File: config.mk
export PLATFORM = sky130hd
export DESIGN_NAME = i2c_byte_arbiter
export DESIGN_NICKNAME = d
export VERILOG_FILES = /design/src/rtl/oled_i2c_pkg.sv /design/src/rtl/i2c_byte_arbiter_rr_pick.sv /design/src/rtl/i2c_byte_arbiter.sv
export SDC_FILE = /design/constraint.sdc
export NUM_CORES = 1
export LEC_CHECK = 0
export ABC_AREA = 1
export CORE_MARGIN = 3
export CORE_UTILIZATION = 45
export CTS_CLUSTER_SIZE = 8
export DETAILED_ROUTE_END_ITERATION = 12
export PLACE_DENSITY = 0.7
export REMOVE_ABC_BUFFERS = 1
export SKIP_CTS_REPAIR_TIMING = 1
export SYNTH_ARGS = -nofsm -noshare
export SYNTH_HDL_FRONTEND = slang
export SYNTH_SLANG_ARGS = --single-unit
File: constraint.sdc
create_clock -name clk -period 1.84 [get_ports clk]
set_input_delay 0.276 -clock clk [delete_from_list [all_inputs] [get_ports clk]]
set_output_delay 0.276 -clock clk [all_outputs]
set_load 0.1 [all_outputs]
File: src/rtl/oled_i2c_pkg.sv
`default_nettype none
// ============================================================================
// Package   : oled_i2c_pkg
// Purpose   : Shared types and constants for the I2C byte arbiter slice:
//             arbiter state encoding, default busy-guard length and the
//             SSD1306 D/C# values carried alongside each byte.
// Revision  : 1.0 - initial release
// ============================================================================
package oled_i2c_pkg;

  // Arbiter FSM states.
  typedef enum logic [2:0] {
    ST_IDLE  = 3'd0,  // no owner, arbitrating when the master is free
    ST_OWNED = 3'd1,  // owner holds the lock between bytes
    ST_ISSUE = 3'd2,  // one-cycle start/ack pulse
    ST_GUARD = 3'd3,  // waiting for i2c_busy to become meaningful
    ST_WAIT  = 3'd4   // waiting for the master to finish the byte
  } arb_state_e;

  // Cycles after the start pulse before the master's busy flag is trusted.
  localparam int BUSY_GUARD_DEF = 10;

  // SSD1306 D/C# encoding.
  localparam logic DC_CMD  = 1'b0;
  localparam logic DC_DATA = 1'b1;

endpackage : oled_i2c_pkg
`default_nettype wire

File: src/rtl/i2c_byte_arbiter_rr_pick.sv
`default_nettype none
// ============================================================================
// Module    : rr_pick
// Purpose   : Combinational round-robin priority encoder. Searches req_i
//             upward starting at ptr_i, wrapping past NREQ-1 to 0, and
//             returns the first requester found.
// Ports     : req_i    [NREQ]  request vector
//             ptr_i    [PW]    index with highest priority this round
//             winner_o [NREQ]  one-hot winner (all zero when none)
//             valid_o  [1]     a winner was found
// Revision  : 1.0 - initial release
// ============================================================================
module rr_pick #(
  parameter int NREQ = 2,
  parameter int PW   = 1
) (
  input  logic [NREQ-1:0] req_i,
  input  logic [PW-1:0]   ptr_i,
  output logic [NREQ-1:0] winner_o,
  output logic            valid_o
);

  // Outer loop walks priority order (offset from the pointer); inner loop
  // keeps every bit index constant so the search unrolls into plain gates.
  always_comb begin
    winner_o = '0;
    valid_o  = 1'b0;
    for (int i = 0; i < NREQ; i++) begin
      for (int k = 0; k < NREQ; k++) begin
        if (!valid_o && req_i[k] && (k == ((int'(ptr_i) + i) % NREQ))) begin
          winner_o[k] = 1'b1;
          valid_o     = 1'b1;
        end
      end
    end
  end

endmodule : rr_pick
`default_nettype wire

File: src/rtl/i2c_byte_arbiter.sv
`default_nettype none
// ============================================================================
// Module    : i2c_byte_arbiter
// Purpose   : Shares one i2c_master byte engine between NREQ requesters.
//             Round-robin arbitration, one byte per grant, with an optional
//             per-requester lock that keeps the grant across bytes so a
//             multi-byte sequence is never interleaved. A lock held with no
//             request is force-released after LOCK_TIMEOUT idle cycles.
// Ports     : clk, rst            clock, synchronous active-high reset
//             req_i      [NREQ]   byte request, held with data until ack
//             lock_i     [NREQ]   keep grant between bytes
//             req_dcn_i  [NREQ]   D/C# per requester
//             req_data_i [8*NREQ] byte per requester (k -> [8k+7:8k])
//             gnt_o      [NREQ]   one-hot current owner
//             ack_o      [NREQ]   byte captured (1-cycle)
//             done_o     [NREQ]   byte finished on the bus (1-cycle)
//             i2c_start_o         start pulse to i2c_master
//             i2c_dcn_o, i2c_data_o  byte presented to i2c_master
//             i2c_busy_i          busy flag from i2c_master
// Revision  : 1.0 - initial release
// ============================================================================
module i2c_byte_arbiter
  import oled_i2c_pkg::*;
#(
  parameter int NREQ         = 2,
  parameter int BUSY_GUARD   = BUSY_GUARD_DEF,
  parameter int LOCK_TIMEOUT = 65535
) (
  input  logic                clk,
  input  logic                rst,
  input  logic [NREQ-1:0]     req_i,
  input  logic [NREQ-1:0]     lock_i,
  input  logic [NREQ-1:0]     req_dcn_i,
  input  logic [8*NREQ-1:0]   req_data_i,
  output logic [NREQ-1:0]     gnt_o,
  output logic [NREQ-1:0]     ack_o,
  output logic [NREQ-1:0]     done_o,
  output logic                i2c_start_o,
  output logic                i2c_dcn_o,
  output logic [7:0]          i2c_data_o,
  input  logic                i2c_busy_i
);

  localparam int PW = $clog2(NREQ);
  // Guard counter only ever holds BUSY_GUARD-1 .. 0.
  localparam int GW = (BUSY_GUARD > 1) ? $clog2(BUSY_GUARD) : 1;
  // Idle counter releases when it would reach LOCK_TIMEOUT, so it tops out
  // at LOCK_TIMEOUT-1. With the timeout disabled it simply wraps.
  localparam int IW = (LOCK_TIMEOUT > 1) ? $clog2(LOCK_TIMEOUT) : 1;

  localparam logic [GW-1:0] GUARD_LOAD = GW'((BUSY_GUARD > 0) ? BUSY_GUARD - 1 : 0);
  localparam logic [IW-1:0] IDLE_LAST  = IW'((LOCK_TIMEOUT > 0) ? LOCK_TIMEOUT - 1 : 0);
  localparam logic [PW-1:0] PTR_LAST   = PW'(NREQ - 1);

  arb_state_e      state_q, state_d;
  logic [NREQ-1:0] gnt_q, gnt_d;
  logic [PW-1:0]   ptr_q, ptr_d;
  logic [7:0]      data_q, data_d;
  logic            dcn_q, dcn_d;
  logic [GW-1:0]   guard_q, guard_d;
  logic [IW-1:0]   idle_q, idle_d;

  logic [NREQ-1:0] w_pick_winner;
  logic            w_pick_valid;
  logic [NREQ-1:0] w_cap_sel;
  logic [7:0]      w_sel_data;
  logic            w_sel_dcn;
  logic [PW-1:0]   w_owner_idx;
  logic [PW-1:0]   w_ptr_after;
  logic            w_owner_req;
  logic            w_owner_lock;
  logic            w_release;

  // --------------------------------------------------------------------------
  // Arbitration
  // --------------------------------------------------------------------------
  rr_pick #(
    .NREQ (NREQ),
    .PW   (PW)
  ) u_rr_pick (
    .req_i    (req_i),
    .ptr_i    (ptr_q),
    .winner_o (w_pick_winner),
    .valid_o  (w_pick_valid)
  );

  // In IDLE the byte comes from the new winner; in OWNED from the owner.
  assign w_cap_sel = (state_q == ST_IDLE) ? w_pick_winner : gnt_q;

  always_comb begin
    w_sel_data = '0;
    w_sel_dcn  = 1'b0;
    for (int k = 0; k < NREQ; k++) begin
      if (w_cap_sel[k]) begin
        w_sel_data = w_sel_data | req_data_i[8*k +: 8];
        w_sel_dcn  = w_sel_dcn  | req_dcn_i[k];
      end
    end
  end

  always_comb begin
    w_owner_idx = '0;
    for (int k = 0; k < NREQ; k++) begin
      if (gnt_q[k]) begin
        w_owner_idx = PW'(k);
      end
    end
  end

  // Next round starts just after the releasing owner.
  assign w_ptr_after  = (w_owner_idx == PTR_LAST) ? '0 : w_owner_idx + PW'(1);
  assign w_owner_req  = |(req_i & gnt_q);
  assign w_owner_lock = |(lock_i & gnt_q);

  // --------------------------------------------------------------------------
  // FSM
  // --------------------------------------------------------------------------
  always_ff @(posedge clk) begin
    if (rst) begin
      state_q <= ST_IDLE;
      gnt_q   <= '0;
      ptr_q   <= '0;
      data_q  <= '0;
      dcn_q   <= DC_CMD;
      guard_q <= '0;
      idle_q  <= '0;
    end else begin
      state_q <= state_d;
      gnt_q   <= gnt_d;
      ptr_q   <= ptr_d;
      data_q  <= data_d;
      dcn_q   <= dcn_d;
      guard_q <= guard_d;
      idle_q  <= idle_d;
    end
  end

  always_comb begin
    state_d   = state_q;
    gnt_d     = gnt_q;
    ptr_d     = ptr_q;
    data_d    = data_q;
    dcn_d     = dcn_q;
    guard_d   = guard_q;
    idle_d    = idle_q;
    w_release = 1'b0;

    case (state_q)
      ST_IDLE: begin
        // A byte may still be on the bus after a reset; wait it out.
        if (!i2c_busy_i && w_pick_valid) begin
          gnt_d   = w_pick_winner;
          data_d  = w_sel_data;
          dcn_d   = w_sel_dcn;
          state_d = ST_ISSUE;
        end
      end

      ST_ISSUE: begin
        if (BUSY_GUARD == 0) begin
          state_d = ST_WAIT;
        end else begin
          guard_d = GUARD_LOAD;
          state_d = ST_GUARD;
        end
      end

      ST_GUARD: begin
        // The master raises busy a few cycles after start; until then a low
        // busy does not mean the byte is finished.
        if (guard_q == '0) begin
          state_d = ST_WAIT;
        end else begin
          guard_d = guard_q - GW'(1);
        end
      end

      ST_WAIT: begin
        if (!i2c_busy_i) begin
          if (w_owner_lock) begin
            idle_d  = '0;
            state_d = ST_OWNED;
          end else begin
            w_release = 1'b1;
          end
        end
      end

      ST_OWNED: begin
        if (w_owner_req) begin
          data_d  = w_sel_data;
          dcn_d   = w_sel_dcn;
          state_d = ST_ISSUE;
        end else if (!w_owner_lock) begin
          w_release = 1'b1;
        end else if ((LOCK_TIMEOUT != 0) && (idle_q == IDLE_LAST)) begin
          w_release = 1'b1;
        end else begin
          idle_d = idle_q + IW'(1);
        end
      end

      default: begin
        state_d = ST_IDLE;
      end
    endcase

    if (w_release) begin
      gnt_d   = '0;
      ptr_d   = w_ptr_after;
      idle_d  = '0;
      state_d = ST_IDLE;
    end
  end

  // --------------------------------------------------------------------------
  // Outputs
  // --------------------------------------------------------------------------
  assign gnt_o       = gnt_q;
  assign i2c_start_o = (state_q == ST_ISSUE);
  assign ack_o       = (state_q == ST_ISSUE) ? gnt_q : '0;
  assign done_o      = ((state_q == ST_WAIT) && !i2c_busy_i) ? gnt_q : '0;
  assign i2c_data_o  = data_q;
  assign i2c_dcn_o   = dcn_q;

endmodule : i2c_byte_arbiter
`default_nettype wire

==> results.md <==
- Outcome: finished, final reports clean
- DP Area: 2830 um^2
- GPL Wtd Cong: 0.859
- Fin crit share: 0.931
- Yosys Warn Count: 0
- Most instantiated library cell after synthesis: nand2_1
- Leakage power: 1.08 nW
- Mapped Cells: 334
- CTS Buf Count: 5
- Sink Count: 35
- DRC errors left: 0
- Drt wl/cell: 12.4 um
- Cell variety after synth: 31
- Share of layout cells above drive strength 1: 0.202
- Root Buffer: clkbuf_8
- Top cell type's share of synthesized area: 0.311
- GRT overflow: 0
- Synth Flop Type: dfxtp_1
- Crit path max fanout: 6
- Initial antenna violation count: 0
- Post-synth EDFFs: 0
- DR pass1 iterations: 4
- Yosys reg bits: 35
- Post-Layout Cell Count: 453
- Clock Latency Late Sink: 0.30 ns
- Post-synthesis cell area: 2250 um^2
- Syn avg cell area: 6.75 um^2
- Worst hold slack: 0.531 ns
- Sequential area share after synthesis: 0.311
- TritonCTS clock tree: built
- Top cells by area, synth: dfxtp_1 (31%), nand2_1 (14%), nor2_1 (7.3%)
- Row cnt: 25
- Req. time, crit path: 1.56 ns
- Clock-pin transition on the worst setup and hold timing paths: 0.08 ns
- GRT Util Overall: 0.200
- Vias in the first global route: 2266
- Vias: 2241
- Clk_skew: 0.0129 ns
- H-Tree Level Count: 2
- RSZ-0062 raised after global routing: false
- Critical Setup Path Class: reg2out
- N_diodes: 0
- Final ANT Viol Nets: 0
- Full die area: 5890 um^2
- PD cells: 1510 nW/um^2
- Core area: 4790 um^2
- Initial DRC Count: 97
- F_max: 584 MHz
- CP endpoint kind: output port
- WL final: 5.61 mm
- Chip height: 76.8 um
- Fin. Hold Viols: 0
- Final Instance Area: 2950 um^2
- Synth-to-layout area growth: 31.0%
- Relative slew slack: 0.788
- Hold crit path type: reg2reg
- Worst VDD drop: 1.22 mV
- # IOs: 41
- DP HPWL: 4.12 mm
- Initial Utilization: 0.471
- Clock Path Buffers: 2
- Max-slew violation count: 0
- Async SR Flop Fraction: 0
- CP Launch Type: register
- Post-Place Cells: 445
- Slew at the pin with the worst max-slew slack: 0.317 ns
- Max-Cap Viols: 0
- Largest area contributor in the netlist: dfxtp_1
- Endpoints failing setup: 0
- Crit path arrival time: 1.44 ns
- Commonest cells post-synth: nand2_1 (84), nor2_1 (44), dfxtp_1 (35), inv_1 (29), nand3_1 (26)
- Die width: 76.8 um
- Largest net degree at the start of global routing: 21
- Pwr Total: 4.46 mW
- Port bufs: 40
- # nets final: 413
- Minimum clock period: 1.71 ns
- First-pass GRT wire length: 9.86 mm
- Number of vias per cell: 4.95
## final cells by class
type                       instances  area [um^2]
fill                             452         1830
clock inverter                     3         43.8
inverter                          33          124
clock buffer                       5         68.8
tap                               67         83.8
timing repair buffer              53          558
sequential                        35          702
multi-input combinational        257         1370
## kinds of logic after synthesis
kind of cell | count (synthesis) | synth area share
flops | 35 | 0.311
simple gates | 178 | 0.354
compound gates | 69 | 0.205
fa+ha+maj | 3 | 0.0167
xor+xnor | 7 | 0.0272
buf+inv | 42 | 0.0855
## per-layer routing
layer	wire length [um]	track usage	up-vias	part of all wire
met5	0	0	-	0
met4	119	0.0815	0	0.021
met3	347	0.0599	16	0.062
met2	2600	0.345	64	0.46
met1	2540	0.230	978	0.45
li1	-	-	1183	-
## sequential cells by signal (all words and copies together) (netlist names)
signal / cells
i2c_data_o: 8
idle_q: 16
gnt_o: 2
i2c_dcn_o: 1
state_q: 3
guard_q: 4
ptr_q: 1
## metrics by stage
| stage | TNS [ns] | worst slack [ns] | util |
|---|---|---|---|
| floorplan | -9.20 | -0.912 | - |
| global route | 0 | 0.00413 | 0.617 |
| finish | 0 | 0.126 | 0.617 |
| CTS | -0.197 | -0.111 | 0.614 |
| global placement | 0 | 0.0194 | 0.591 |
| detailed placement | 0 | 0.0154 | 0.591 |
## power breakdown
part,internal (mW),switching [mW],leakage (nW)
Combinational,0.824,1.86,0.731
Sequential,0.938,0.130,0.286
Clock,0.403,0.301,0.0581
Total,2.16,2.30,1.08
## path summary, 6_finish.rpt
check / slack (ns) / startpoint / end / depth (start not counted)
setup / recovery: 0.13 / state_q[0]$_SDFFE_PP0P_ / done_o[1] / 6
hold / removal: 0.53 / guard_q[0]$_SDFFE_PP0P_ / guard_q[0]$_SDFFE_PP0P_ / 2
setup reg to reg: 0.23 / idle_q[0]$_SDFFE_PP0P_ / idle_q[8]$_SDFFE_PP0P_ / 12
hold reg to reg: 0.53 / guard_q[0]$_SDFFE_PP0P_ / guard_q[0]$_SDFFE_PP0P_ / 2
## cells in the final DEF (no fill, tap or decap), types with 2 or more instances in the layout
master and count:
a21oi_1 15, o21bai_1 4, buf_4 21, nand2_2 2
buf_12 8, nand4_1 5, ha_1 3, inv_1 29
nor3_1 3, nor2_2 8, o21ai_1 4, nand3_1 26
clkbuf_8 5, dfxtp_1 34, o21a_1 11, a21oi_2 17
clkdlybuf4s50_1 24, o21ai_0 15, nand2_1 84, xnor2_1 2
nor2_1 41, inv_2 4, xor2_1 5, nor2_4 5
## worst max-delay path, cell delays in order (launching register included)
cell,delay (ns)
dfxtp_2,0.37
inv_2,0.09
nand3_2,0.12
nor2_4,0.14
inv_1,0.09
nor2_2,0.14
buf_12,0.19
Note: power is estimated with default switching activity, not from simulation.
==> edit, RTL diff (same flow settings) <==
Change the parameter `LOCK_TIMEOUT` from 65535 to 131070.
--- a/src/rtl/i2c_byte_arbiter.sv
+++ b/src/rtl/i2c_byte_arbiter.sv
@@ -24,7 +24,7 @@
 #(
   parameter int NREQ         = 2,
   parameter int BUSY_GUARD   = BUSY_GUARD_DEF,
-  parameter int LOCK_TIMEOUT = 65535
+  parameter int LOCK_TIMEOUT = 131070
 ) (
   input  logic                clk,
   input  logic                rst,
Behaviour: no difference found for any inputs over 10 cycles, from zero or initial values and one cycle with rst high; that may be too few to reach the edited logic, so the function may still have changed.
==> edit against the unedited design <==
First-iteration DRC count up 9.3%. Power fell by 25%. Wire length shrank 4.1%. Combinational power shrank 34%. Highest routed layer unchanged. Clock skew shrank 0.0071 ns. Area after synthesis increased by 3.3%. Setup slack got worse by 0.029 ns. Sequential cell count grew 1. Cell area up 2.1%. Critical path type unchanged.
==> edit: results (changes against the unedited design) <==
Run status
  • Status: complete, no violations

Global routing
  • Total GRT Usage: 19.7% (-0.34 points)
  • Largest net degree at the start of global routing: 18 (-14%)
  • Met3 Track Usage GR: 4.18% (-1.8 points)
  • GR Layer Usage met2: 35.0% (+0.52 points)
  • Vias in the first global route: 2329 (+2.8%)
  • First-pass GRT wire length: 9.78 mm (-0.77%)

Placement
  • DPL Wire Length: 4.17 mm (+1.2%)
  • Place WS: -0.0276 ns (-0.0430 ns)

Finish
  • Finished Layout Cells: 479 (+5.7%)
  • Fillcell total: 492 (+8.8%)
  • Ratio of cells with drive above 1 in the final layout: 20.1% (-0.062 points)

Critical path
  • Worst R2R Setup Slack: 0.21 ns (-0.02 ns)
  • Worst EP arrival: 1.47 ns (+0.03 ns)
  • Worst setup endpoint: done_o[0]
  • Crit-path max cell delay: 0.34 ns (-0.03 ns)
  • Worst path slowest cell: dfxtp_1
  • Worst-path maximum fanout: 5 (-1)
  • Worst R2R Path Depth: 8 (-4)

Pwr
  • Combinational share of power: 52.7% (-7.6 points)
  • Power share of the clock group: 17.6% (+1.8 points)
  • Internal power: 1.74 mW (-20%)
  • Lkg Pwr: 1.26 nW (+17%)
  • Max rail drop VDD: 817 µV (-33%)
  • P per Cell Area: 1110 nW/µm² (-26%)

Yosys
  • Ranking of synthesized cells by area: dfxtp_1, nand2_1, nor2_1
  • Gate Count Post-Synth: 357 (+6.9%)
  • Commonest cells in the netlist: nand2_1, nor2_1, inv_1
  • Library cells used by synthesis: 29 (-6.5%)
  • Register area share after synthesis: 31.0% (-0.14 points)

Clock network
  • Insertion delay to the later sink of the worst-skew pair: 0.29 ns

Min path
  • HP Start: guard_q[3]
  • Hold path endpoint: guard_q[3]

STA
  • Clk_skew: 0.00574 ns (-0.00712 ns)
  • Crit path time final: 1.74 ns (+0.0286 ns)
  • Hold slack: 0.487 ns (-0.0436 ns)

Detailed routing
  • Wire per inst: 11.2 µm (-9.3%)
  • Met3 WL: 177 µm (-49%)
  • DRT iter0 DRCs: 106 (+9.3%)
  • WL met2: 2.68 mm (+2.9%)
## edit: cell types whose count changed in the layout (fill, tap and decap cells not counted), moves of 8 or more
cell,change
nand3_1,-16
nand2_2,+14
inv_1,+13
o21a_1,-11
o21ai_0,+10
o21bai_1,+9
nand2_1,+8
## edit: layout make-up
type / instances / area [µm²] / area share, %
Clock buffer: 6 / 82.6 / 2.74
Inverter: 50 / 188 / 6.23
Clock inverter: 2 / 10.0 / 0.332
Multi-Input combinational cell: 264 / 1360 / 45.2
Timing Repair Buffer: 54 / 566 / 18.8
Tap cell: 67 / 83.8 / 2.78
Sequential cell: 36 / 721 / 23.9
## edit: cells by family (layout without fill, tap and decap cells)
family | Yosys count | in the layout | share of synthesized area (%)
AND/OR/NAND/NOR | 184 | 184 | 35.7
flip-flops | 36 | 36 | 31.0
adder cells (fa/ha/maj) | 3 | 3 | 1.61
AO/OA/AOI/OAI | 69 | 69 | 18.3
buffers and inverters | 57 | 112 | 10.5
XOR/XNOR | 8 | 8 | 3.01
